[config.mk]
export PLATFORM = sky130hd
export DESIGN_NAME = spi_master16_flat
export DESIGN_NICKNAME = d
export VERILOG_FILES = /design/src/rtl/spi_master16_pkg.sv /design/src/rtl/spi_master16_if.sv /design/src/rtl/spi_master16.sv /design/src/flat_wrapper.sv
export SDC_FILE = /design/constraint.sdc
export NUM_CORES = 1
export LEC_CHECK = 0
export CAP_MARGIN = 25
export CORE_UTILIZATION = 30
export CTS_BUF_LIST = sky130_fd_sc_hd__clkbuf_2 sky130_fd_sc_hd__clkbuf_4 sky130_fd_sc_hd__clkbuf_8
export DETAILED_ROUTE_END_ITERATION = 10
export SETUP_SLACK_MARGIN = 0.02
export SLEW_MARGIN = 40
export SYNTH_ARGS = -nofsm -noshare
export SYNTH_HDL_FRONTEND = slang
export SYNTH_SLANG_ARGS = --single-unit
export TNS_END_PERCENT = 100
[constraint.sdc]
create_clock -name clk -period 2.56 [get_ports clk]
set_clock_uncertainty 0.15 [all_clocks]
set_input_delay 0.512 -clock clk [delete_from_list [all_inputs] [get_ports clk]]
set_output_delay 0.512 -clock clk [all_outputs]
set_load 0.02 [all_outputs]
[src/rtl/spi_master16_pkg.sv]
// Shared constants and state encoding for the 16-bit SPI master.
// SCLK is the MSB of a free-running divider, so the sample/shift points are divider values.
package spi_pkg;

  localparam int               DIV_W    = 5;
  localparam logic [DIV_W-1:0] FRONT_LD = 5'b10111;
  localparam logic [DIV_W-1:0] SMPL_PT  = 5'b01111;
  localparam logic [DIV_W-1:0] SHFT_PT  = 5'b11111;

  typedef enum logic [1:0] {
    IDLE  = 2'd0,
    FRONT = 2'd1,
    SHIFT = 2'd2,
    BACK  = 2'd3
  } spi_state_e;

endpackage

[src/rtl/spi_master16_if.sv]
// Host handshake plus SPI pins of the A/D link, bundled for the master and its environment.
interface spi_master16_if;

  logic        wrt;
  logic [15:0] cmd;
  logic        done;
  logic [15:0] rd_data;
  logic        SS_n;
  logic        SCLK;
  logic        MOSI;
  logic        MISO;

  // master: the SPI master block itself
  modport master (
    input  wrt, cmd, MISO,
    output done, rd_data, SS_n, SCLK, MOSI
  );

  // slave: control logic and the off-chip converter around it
  modport slave (
    output wrt, cmd, MISO,
    input  done, rd_data, SS_n, SCLK, MOSI
  );

endinterface

[src/rtl/spi_master16.sv]
// 16-bit full-duplex SPI master (SCLK idles high, MISO sampled on SCLK rise).
// One wrt pulse runs a frame of 16 SCLK cycles; done stays set until the next wrt.
module spi_master16
  import spi_pkg::*;
(
    input logic            clk,
    input logic            rst_n,
    spi_master16_if.master bus
);

    spi_state_e       r_state;
    logic [DIV_W-1:0] r_sclk_div;
    logic [15:0]      r_shft;
    logic             r_smpl;
    logic [3:0]       r_bcnt;
    logic             r_ss_n;
    logic             r_done;

    assign bus.SCLK    = r_sclk_div[DIV_W-1];
    assign bus.MOSI    = r_shft[15];
    assign bus.SS_n    = r_ss_n;
    assign bus.done    = r_done;
    assign bus.rd_data = r_shft;

    always_ff @(posedge clk or negedge rst_n) begin
        if (!rst_n) begin
            r_state    <= IDLE;
            r_sclk_div <= FRONT_LD;
            r_shft     <= 16'h0000;
            r_smpl     <= 1'b0;
            r_bcnt     <= 4'd0;
            r_ss_n     <= 1'b1;
            r_done     <= 1'b0;
        end else begin
            case (r_state)
                IDLE: begin
                    r_sclk_div <= FRONT_LD;
                    if (bus.wrt) begin
                        r_shft  <= bus.cmd;
                        r_ss_n  <= 1'b0;
                        r_done  <= 1'b0;
                        r_bcnt  <= 4'd0;
                        r_state <= FRONT;
                    end
                end
                FRONT: begin
                    r_sclk_div <= r_sclk_div + 1'b1;
                    if (r_sclk_div == SHFT_PT)
                        r_state <= SHIFT;
                end
                SHIFT: begin
                    r_sclk_div <= r_sclk_div + 1'b1;
                    if (r_sclk_div == SMPL_PT)
                        r_smpl <= bus.MISO;
                    if (r_sclk_div == SHFT_PT) begin
                        r_shft <= {r_shft[14:0], r_smpl};
                        r_bcnt <= r_bcnt + 4'd1;
                        // Last bit: park SCLK high so no 17th falling edge appears
                        if (r_bcnt == 4'd15) begin
                            r_sclk_div <= FRONT_LD;
                            r_ss_n     <= 1'b1;
                            r_state    <= BACK;
                        end
                    end
                end
                BACK: begin
                    r_sclk_div <= FRONT_LD;
                    r_done     <= 1'b1;
                    r_state    <= IDLE;
                end
                default: r_state <= IDLE;
            endcase
        end
    end

endmodule

[src/flat_wrapper.sv]
// flat-port wrapper written by rule: the top's interface ports become plain ports
module spi_master16_flat import spi_pkg::*;
  (clk, rst_n, bus_wrt, bus_cmd, bus_MISO, bus_done, bus_rd_data, bus_SS_n, bus_SCLK, bus_MOSI);
  spi_master16_if bus_i ();
  input logic clk;
  input logic rst_n;
  input wire logic [$bits(bus_i.wrt)-1:0] bus_wrt;
  input wire logic [$bits(bus_i.cmd)-1:0] bus_cmd;
  input wire logic [$bits(bus_i.MISO)-1:0] bus_MISO;
  output wire logic [$bits(bus_i.done)-1:0] bus_done;
  output wire logic [$bits(bus_i.rd_data)-1:0] bus_rd_data;
  output wire logic [$bits(bus_i.SS_n)-1:0] bus_SS_n;
  output wire logic [$bits(bus_i.SCLK)-1:0] bus_SCLK;
  output wire logic [$bits(bus_i.MOSI)-1:0] bus_MOSI;
  assign bus_i.wrt = bus_wrt;
  assign bus_i.cmd = bus_cmd;
  assign bus_i.MISO = bus_MISO;
  assign bus_done = bus_i.done;
  assign bus_rd_data = bus_i.rd_data;
  assign bus_SS_n = bus_i.SS_n;
  assign bus_SCLK = bus_i.SCLK;
  assign bus_MOSI = bus_i.MOSI;
  spi_master16 u_core (.clk(clk), .rst_n(rst_n), .bus(bus_i));
endmodule
==> Yosys cells after proc, flatten, opt, wreduce, memory -nomap -nowiden <==
Index checks and enable logic that the tools add are counted.
{ "word_totals": {"regBits": 30, "inputBits": 20, "output_inout_bits": 20} }
{ "classes": {"n_addsub": 2, "n_eq_ne": 10, "muxes": 19, "reduce_logical": 9} }
{ "ops": {"columns": ["cell", "n"], "rows": [
  ["16-bit 2-to-1 mux", 2],
  ["16-bit case mux with 2 select lines", 1],
  ["5-bit case mux with 3 select lines", 1],
  ["5-bit 2-to-1 mux", 2],
  ["2-bit 2-to-1 mux", 4],
  ["4-bit 2-to-1 mux", 2],
  ["2-bit case mux with 4 select lines", 1],
  ["4-bit case mux with 2 select lines", 1],
  ["4-bit AND reduction", 2],
  ["2-bit by 1-bit inequality test with 1-bit output, second input constant", 3],
  ["5-bit by 1-bit adder with 5-bit output, second input constant", 1],
  ["5-bit by 4-bit == test with 1-bit output, second input constant", 1],
  ["5-bit == test, second input constant", 1],
  ["4-bit by 1-bit adder with 4-bit output, second input constant", 1],
  ["2-bit == test, second input constant", 2],
  ["4-bit == test, second input constant", 1],
  ["1-bit case mux with 2 select lines", 2],
  ["2-bit AND reduction", 2],
  ["2-bit nonzero test", 2],
  ["1-bit 2-to-1 mux", 3],
  ["3-bit AND reduction", 1],
  ["2-bit by 1-bit == test with 1-bit output, second input constant", 1],
  ["2-bit logical NOT", 1],
  ["2-bit inequality test, second input constant", 1],
  ["2-bit OR reduction", 1]
]} }

==> Longest topological paths before layout <==
Gate-level depths: netlist of the first run.
{ "logic_depth": {"word_depth": 4, "ltp_mapped": 8} }

==> Least setup slack after synthesis of the first run <==
Ideal clock, no wire load.
{ "synth_path": {"path_kind": "register to register", "start": "reg u_core.r_sclk_div[0]", "end": "reg u_core.r_bcnt[3]", "t_arrival_ps": 1900, "setup_slack_ps": 432, "path_stages_with_launch": 8, "path_cell_list": "dfstp_2 > ha_1 > and3_1 > ha_1 > buf_2 > mux2i_1 > or4_1 > a21boi_1"} }
{ "synth_via": {"elab_chain_cells": 3} }
{ "synth_lines": {"columns": ["item", "line", "rtl"], "rows": [
  ["start, declared", "spi_master16.sv:12", "logic [DIV_W-1:0] r_sclk_div;"],
  ["start signal, assigned", "spi_master16.sv:47", "r_sclk_div <= r_sclk_div + 1'b1;"],
  ["start signal, assigned", "spi_master16.sv:52", "r_sclk_div <= r_sclk_div + 1'b1;"],
  ["5-bit == test", "spi_master16.sv:55", "if (r_sclk_div == SHFT_PT) begin"],
  ["2-bit by 1-bit inequality test with 1-bit output (no source line)", null, null],
  ["3-bit AND reduction (no source line)", null, null],
  ["end signal, assigned", "spi_master16.sv:57", "r_bcnt <= r_bcnt + 4'd1;"],
  ["end, declared", "spi_master16.sv:15", "logic [3:0] r_bcnt;"]
]} }
Every way passes these cells.
A chain may end at the register's enable or synchronous reset.

==> Final worst setup path of the first run <==
{ "layout_path": {"start": "reg u_core.r_sclk_div[0]", "end": "reg u_core.r_shft[15] (netlist: u_core.bus.rd_data[15])"} }
{ "layout_via": {"elab_chain_cells": 3} }
{ "layout_lines": {"columns": ["item", "line", "rtl"], "rows": [
  ["5-bit == test", "spi_master16.sv:55", null],
  ["2-bit by 1-bit inequality test with 1-bit output (no source line)", null, null],
  ["3-bit AND reduction (no source line)", null, null],
  ["end signal, assigned", "spi_master16.sv:39", "r_shft <= bus.cmd;"],
  ["end signal, assigned", "spi_master16.sv:56", "r_shft <= {r_shft[14:0], r_smpl};"],
  ["end, declared", "spi_master16.sv:13", "logic [15:0] r_shft;"]
]} }
Every way passes these cells.

==> flow_metrics.env, run 1 <==
export IMPL_die_w_um=76.14
export IMPL_diodes=0
export IMPL_cts_htree_levels=2
export IMPL_yosysSeqAreaShare_pct=45.90
export IMPL_synth_compound_area_share_pct=18.21
export IMPL_antenna_found_initial=0
export IMPL_worst_setup_path_type="flop to flop"
export IMPL_p_per_area_mw_per_mm2=420.4
export IMPL_dieArea_mm2=0.005797
export IMPL_drc_errors=0
export IMPL_nets=229
export IMPL_setup_ws_ns=0.2130
export IMPL_worst_slew_pin_slew_ns=0.7242
export IMPL_ys_ff_latch=30
export IMPL_max_freq_ghz=0.4261
export IMPL_cts_root_buf="clkbuf_8"
export IMPL_synth_main_ff_cell="dfrtp_1"
export IMPL_start_kind="flop"
export IMPL_post_place_ws_ns=0.2287
export IMPL_grt_pass1_wl_um=5871
export IMPL_seqCellArea_um2=757.0
export IMPL_cts_resized_gates=0
export IMPL_cp_cell_sequence="ha_1 -> and3_1 -> ha_1 -> mux2i_1 -> nor2_2 -> a21oi_1"
export IMPL_vias=1316
export IMPL_arrival_ns=2.33
export IMPL_async_flop_share_pct=100.0
export IMPL_layout_common_cells="a21oi_1, clkdlybuf4s50_1, dfrtp_1"
export IMPL_clock_sinks=30
export IMPL_peakVddDrop_uv=224.1
export IMPL_grt_use_total_pct=12.75
export IMPL_setup_violations=0
export IMPL_tns_ns=0
export IMPL_syn2layout_area_growth_pct=33.00
export IMPL_grt_max_degree=31
export IMPL_hold_viol=0
export IMPL_rsz0062_at_grt="false"
export IMPL_holdBufCountCts=0
export IMPL_postSynthAreaPerCell_um2=10.37
export IMPL_num_rows=26
export IMPL_ys_types=41
export IMPL_status="finished clean"
export IMPL_leakagePower_uw=0.001036
export IMPL_start_util_pct=31.68
export IMPL_multiInputGateArea_um2=814.5
export IMPL_viasPerCell=4.874
export IMPL_globalplace_congestion=0.7824
export IMPL_slew_viol_final=0
export IMPL_drt_pass1_iter_count=4
export IMPL_synthAdderAreaFrac_pct=7.587
export IMPL_critPathMaxStageDelay_ns=0.61
export IMPL_clk_latency_ns=0.29
export IMPL_synth_top_family_by_area="compound AO/OA/AOI/OAI gates"
export IMPL_crit_path_top_delay_cell="nor2_2"
export IMPL_wl_um=3601
export IMPL_syn_area_mm2=0.001649
export IMPL_muxShareOfSynthArea_pct=12.97
export IMPL_path_common_cell="ha_1"
export IMPL_end_kind="flop"
export IMPL_drive_above_1_share_pct=11.00
export IMPL_cts_tree="built"
export IMPL_synthSimpleGateAreaFrac_pct=9.560
export IMPL_grt_ovfl_total=0
export IMPL_hpwlAfterDp_um=2411
export IMPL_synth_edf_count=0
export IMPL_path_max_fanout=16
export IMPL_synthTopCellsByArea="dfrtp_1, a21oi_1, mux2i_1, dfstp_2, ha_1"
export IMPL_clk_pin_slew_ns=0.07
export IMPL_fin_crit_sh_pct=91.68
export IMPL_drv_cap=0
export IMPL_final_antenna_net_count=0
export IMPL_first_global_vias=1226
export IMPL_synth_top_area_share_pct=37.94
export IMPL_synth_fp_nets=189
export IMPL_numCtsBuffers=5
export IMPL_core_region_area_mm2=0.005205
export IMPL_period_needed_ns=2.347
export IMPL_port_buffers=39
export IMPL_cts_buffer_depth=2
export IMPL_ys_warnings_count=0
export IMPL_io_pins=40
export IMPL_post_cts_setup_buffer_count=0
export IMPL_slew_headroom_pct=51.67
export IMPL_wl_per_cell_um=13.34
export IMPL_synth_cells=159
export IMPL_drt_iter0_drc=50
export IMPL_synth_largest_area_cell="dfrtp_1"
export IMPL_fillers=540
export IMPL_cp_data_required_time_ns=2.54
export IMPL_die_h_um=76.14
export IMPL_hp_class="flop to flop"
export IMPL_synth_xor_area_share_pct=1.062
[logic make-up after synthesis]
kind of cell             count (synthesis)
AO/OA/AOI/OAI                           53
flip-flops                              30
buffers and inverters                   15
XOR/XNOR                                 2
adder cells (fa/ha/maj)                 10
AND/OR/NAND/NOR                         28
multiplexers                            21
[worst max-delay path, delay by kind of cell, from the launching register on]
family / cells / cell delay [ns]
flip-flops: 1 / 0.56
AND/OR/NAND/NOR: 2 / 0.80
multiplexers: 1 / 0.18
adder cells (fa/ha/maj): 2 / 0.37
AO/OA/AOI/OAI: 1 / 0.14
[synth_stat cells (2+ instances only)]
library cell and number:
nand2_1 5, nand3_1 3, nand2b_1 2, o211ai_1 2
nor2b_1 3, dfstp_2 5, and3_1 2, mux2i_1 18
ha_1 10, buf_2 5, dfrtp_1 25, a21oi_1 39
or4_1 2, mux2_2 3, nor2_1 4, inv_1 5
buf_4 2
[metrics by stage]
step | hold WS, ns | std cells | area [um2] | util (%) | total power, uW
after global routing | 0.3861 | 270 | 2193 | 42.14 | 966.5
after detailed placement | 0.3523 | 262 | 2098 | 40.31 | 527.9
final | 0.3686 | 270 | 2193 | 42.14 | 922.1
after global placement | 0.3498 | 262 | 2098 | 40.31 | 527.5
after floorplan | 0.06641 | 159 | 1649 | - | 486.9
after CTS | 0.3707 | 270 | 2193 | 42.14 | 935.1
[layer usage]
metal  global-route usage, %  up-vias  share of wire (%)
met3                   4.551        6                5.6
li1                        -      655                  -
met4                   3.462        0                1.1
met5                       0        -                  0
met1                   16.79      623                 49
met2                   19.73       32                 45
[cell type report]
cell class	instances	area share, %
well taps	70	3.993
multi-input cells	114	37.14
flip-flops and latches	30	34.51
clock inverters	2	0.5705
clock buffers	6	3.765
inverters	5	0.8557
repair buffers	43	19.17
[registers in the layout, indices dropped and copies added (netlist names)]
signal,cells
u_core.bus.rd_data,16
u_core.r_sclk_div,5
u_core.r_bcnt,4
u_core.r_state,2
u_core.bus.SS_n,1
u_core.bus.done,1
u_core.r_smpl,1
[power breakdown]
group          total [uW]  switching (uW)  internal (uW)
combinational        42.7            14.4           28.3
clock                 404             188            216
sequential            476           0.377            475
[worst paths after layout]
| path | start | to | slack [ns] | depth (start not counted) |
|---|---|---|---|---|
| worst max-delay path | u_core.r_sclk_div[0] | u_core.bus.rd_data[15] | 0.21 | 6 |
| worst min-delay path | u_core.r_smpl | u_core.r_smpl | 0.37 | 1 |
| worst max register to register | u_core.r_sclk_div[0] | u_core.bus.rd_data[15] | 0.21 | 6 |
| worst min register to register | u_core.r_smpl | u_core.r_smpl | 0.37 | 1 |
| max in group asynchronous | rst_n | u_core.r_sclk_div[0] | 1.46 | 2 |
| min in group asynchronous | rst_n | u_core.r_sclk_div[3] | 0.48 | 2 |
(Power assumes the default switching activity.)
==> run 2: changes to the inputs <==
==> constraint.sdc (replaced) <==
create_clock -name clk -period 2.56 [get_ports clk]
set_clock_uncertainty 0.15 [all_clocks]
set_input_delay 0.768 -clock clk [delete_from_list [all_inputs] [get_ports clk]]
set_output_delay 0.768 -clock clk [all_outputs]
set_load 0.02 [all_outputs]
==> run 2 against run 1 <==
Worst hold slack worse by 0.0017 ns; routed wire length shrank 1.3%; fmax rose by 0.16%; critical path type is now flop to output pin; critical endpoint is now bus_SCLK; largest cell class unchanged.
==> flow_metrics.env, run 2 (synthesis gave the netlist of run 1 again) <==
export IMPL_status="finished clean"
export IMPL_end_kind="output pin"
export IMPL_nets=232
export IMPL_hold_viol=0
export IMPL_critPathMaxStageDelay_ns=0.60
export IMPL_drv_cap=0
export IMPL_drive_above_1_share_pct=12.32
export IMPL_syn2layout_area_growth_pct=34.37
export IMPL_setup_ws_ns=0.2166
export IMPL_r2r_setup_slack_ns=0.23
export IMPL_layout_common_cells="a21oi_1, clkdlybuf4s50_1, dfrtp_1"
export IMPL_num_rows=26
export IMPL_viasPerCell=4.795
export IMPL_multiInputGateArea_um2=814.5
export IMPL_hold_end="u_core.r_smpl"
export IMPL_peakVddDrop_uv=185.6
export IMPL_p_sw_uw=204.9
export IMPL_cp_depth=1
export IMPL_worst_slew_pin_slew_ns=0.6771
export IMPL_slew_viol_final=0
export IMPL_clk_pin_slew_ns=0.07
export IMPL_start_util_pct=31.68
export IMPL_post_place_ws_ns=0.1536
export IMPL_antenna_found_initial=0
export IMPL_seq_power_share_pct=51.4
export IMPL_r2r_cells=6
export IMPL_p_per_area_mw_per_mm2=417.5
export IMPL_grt_max_degree=31
export IMPL_clock_sinks=30
export IMPL_port_buffers=39
export IMPL_drc_errors=0
export IMPL_dieArea_mm2=0.005797
export IMPL_wl_per_cell_um=13.01
export IMPL_largest_reg_flops=16
export IMPL_setup_violations=0
export IMPL_slew_headroom_pct=54.81
export IMPL_cts_resized_gates=0
export IMPL_p_clk_share_pct=43.9
export IMPL_period_needed_ns=2.343
export IMPL_grt_pass1_wl_um=6127
export IMPL_stdcell_count=273
export IMPL_hold_depth=1
export IMPL_worst_r2r_endpoint="u_core.bus.rd_data[7]"
export IMPL_min_from="u_core.r_smpl"
export IMPL_hp_class="flop to flop"
export IMPL_grt_use_total_pct=13.37
export IMPL_start_kind="flop"
export IMPL_cts_htree_levels=2
export IMPL_io_pins=40
export IMPL_grt_ovfl_total=0
export IMPL_max_freq_ghz=0.4267
export IMPL_vias=1309
export IMPL_post_cts_setup_buffer_count=0
export IMPL_hpwlAfterDp_um=2404
export IMPL_r2r_start="u_core.r_sclk_div[0]"
export IMPL_wl_um=3553
export IMPL_rsz0062_at_grt="false"
export IMPL_die_h_um=76.14
export IMPL_fin_crit_sh_pct=91.54
export IMPL_final_antenna_net_count=0
export IMPL_final_area_mm2=0.002216
export IMPL_leakagePower_uw=0.001049
export IMPL_crit_buf_inv=1
export IMPL_cts_root_buf="clkbuf_8"
export IMPL_clk_latency_ns=0.28
export IMPL_path_max_fanout=3
export IMPL_numCtsBuffers=5
export IMPL_dp_cells=265
export IMPL_holdBufCountCts=0
export IMPL_die_w_um=76.14
export IMPL_crit_path_top_delay_cell="clkdlybuf4s50_1"
export IMPL_fillers=540
export IMPL_p_sw_share_pct=22.15
export IMPL_path_delay_family="buffers and inverters"
export IMPL_arrival_ns=1.43
export IMPL_cts_buffer_depth=2
export IMPL_worst_setup_path_type="flop to output pin"
export IMPL_p_int_uw=720.2
export IMPL_globalplace_congestion=0.7810
export IMPL_first_global_vias=1363
export IMPL_drt_iter0_drc=45
export IMPL_combPwrFrac_pct=4.7
export IMPL_drt_pass1_iter_count=4
export IMPL_cts_tree="built"
export IMPL_diodes=0
export IMPL_tns_ns=0
export IMPL_cp_cell_sequence="clkdlybuf4s50_1"
export IMPL_cp_data_required_time_ns=1.64
export IMPL_seqCellArea_um2=757.0
export IMPL_core_region_area_mm2=0.005205
export IMPL_placed_area_mm2=0.002121
run 2: cell type report:
class	count	share of cell area (%)
clock inverters	2	0.5647
inverters	5	0.8470
clock buffers	6	3.727
well taps	70	3.953
multi-input cells	114	36.76
repair buffers	46	19.99
flip-flops and latches	30	34.16
run 2: stage by stage:
step	hold WS, ns	utilization [%]	total power [uW]
floorplan	0.3224	-	486.9
global placement	0.3479	40.75	529.2
detailed placement	0.3438	40.75	529.1
CTS	0.3693	42.57	941.6
global route	0.4002	42.57	964.6
finish	0.3669	42.57	925.1
run 2: power by group through the flow:
stage	Combinational, uW	Sequential (uW)	Clock (uW)
after floorplan	2.81	484	0
after global placement	45.1	484	0
after detailed placement	45.1	484	0
after CTS	45.2	475	421
after global routing	48.4	475	441
final	43.8	476	406
run 2: worst max path at each step:
stage / startpoint / to / slack (ns)
after detailed placement: bus_wrt / u_core.bus.rd_data[5] / 0.15
after global placement: bus_wrt / u_core.bus.rd_data[15] / 0.18
final: u_core.r_sclk_div[4] / bus_SCLK / 0.22
after floorplan: u_core.r_sclk_div[0] / u_core.r_bcnt[3] / 0.43
after CTS: u_core.r_sclk_div[4] / bus_SCLK / 0.19
after global routing: u_core.r_sclk_div[0] / u_core.bus.rd_data[7] / 0.05
run 2: layer usage:
metal	vias to the layer above	part of all wire (%)	global-route usage, %	wire length (um)
met5	-	0	0	0
met4	0	2.1	6.346	74
met3	7	5.9	4.910	210
met2	28	44	20.91	1581
met1	612	47	16.31	1687
li1	662	-	-	-
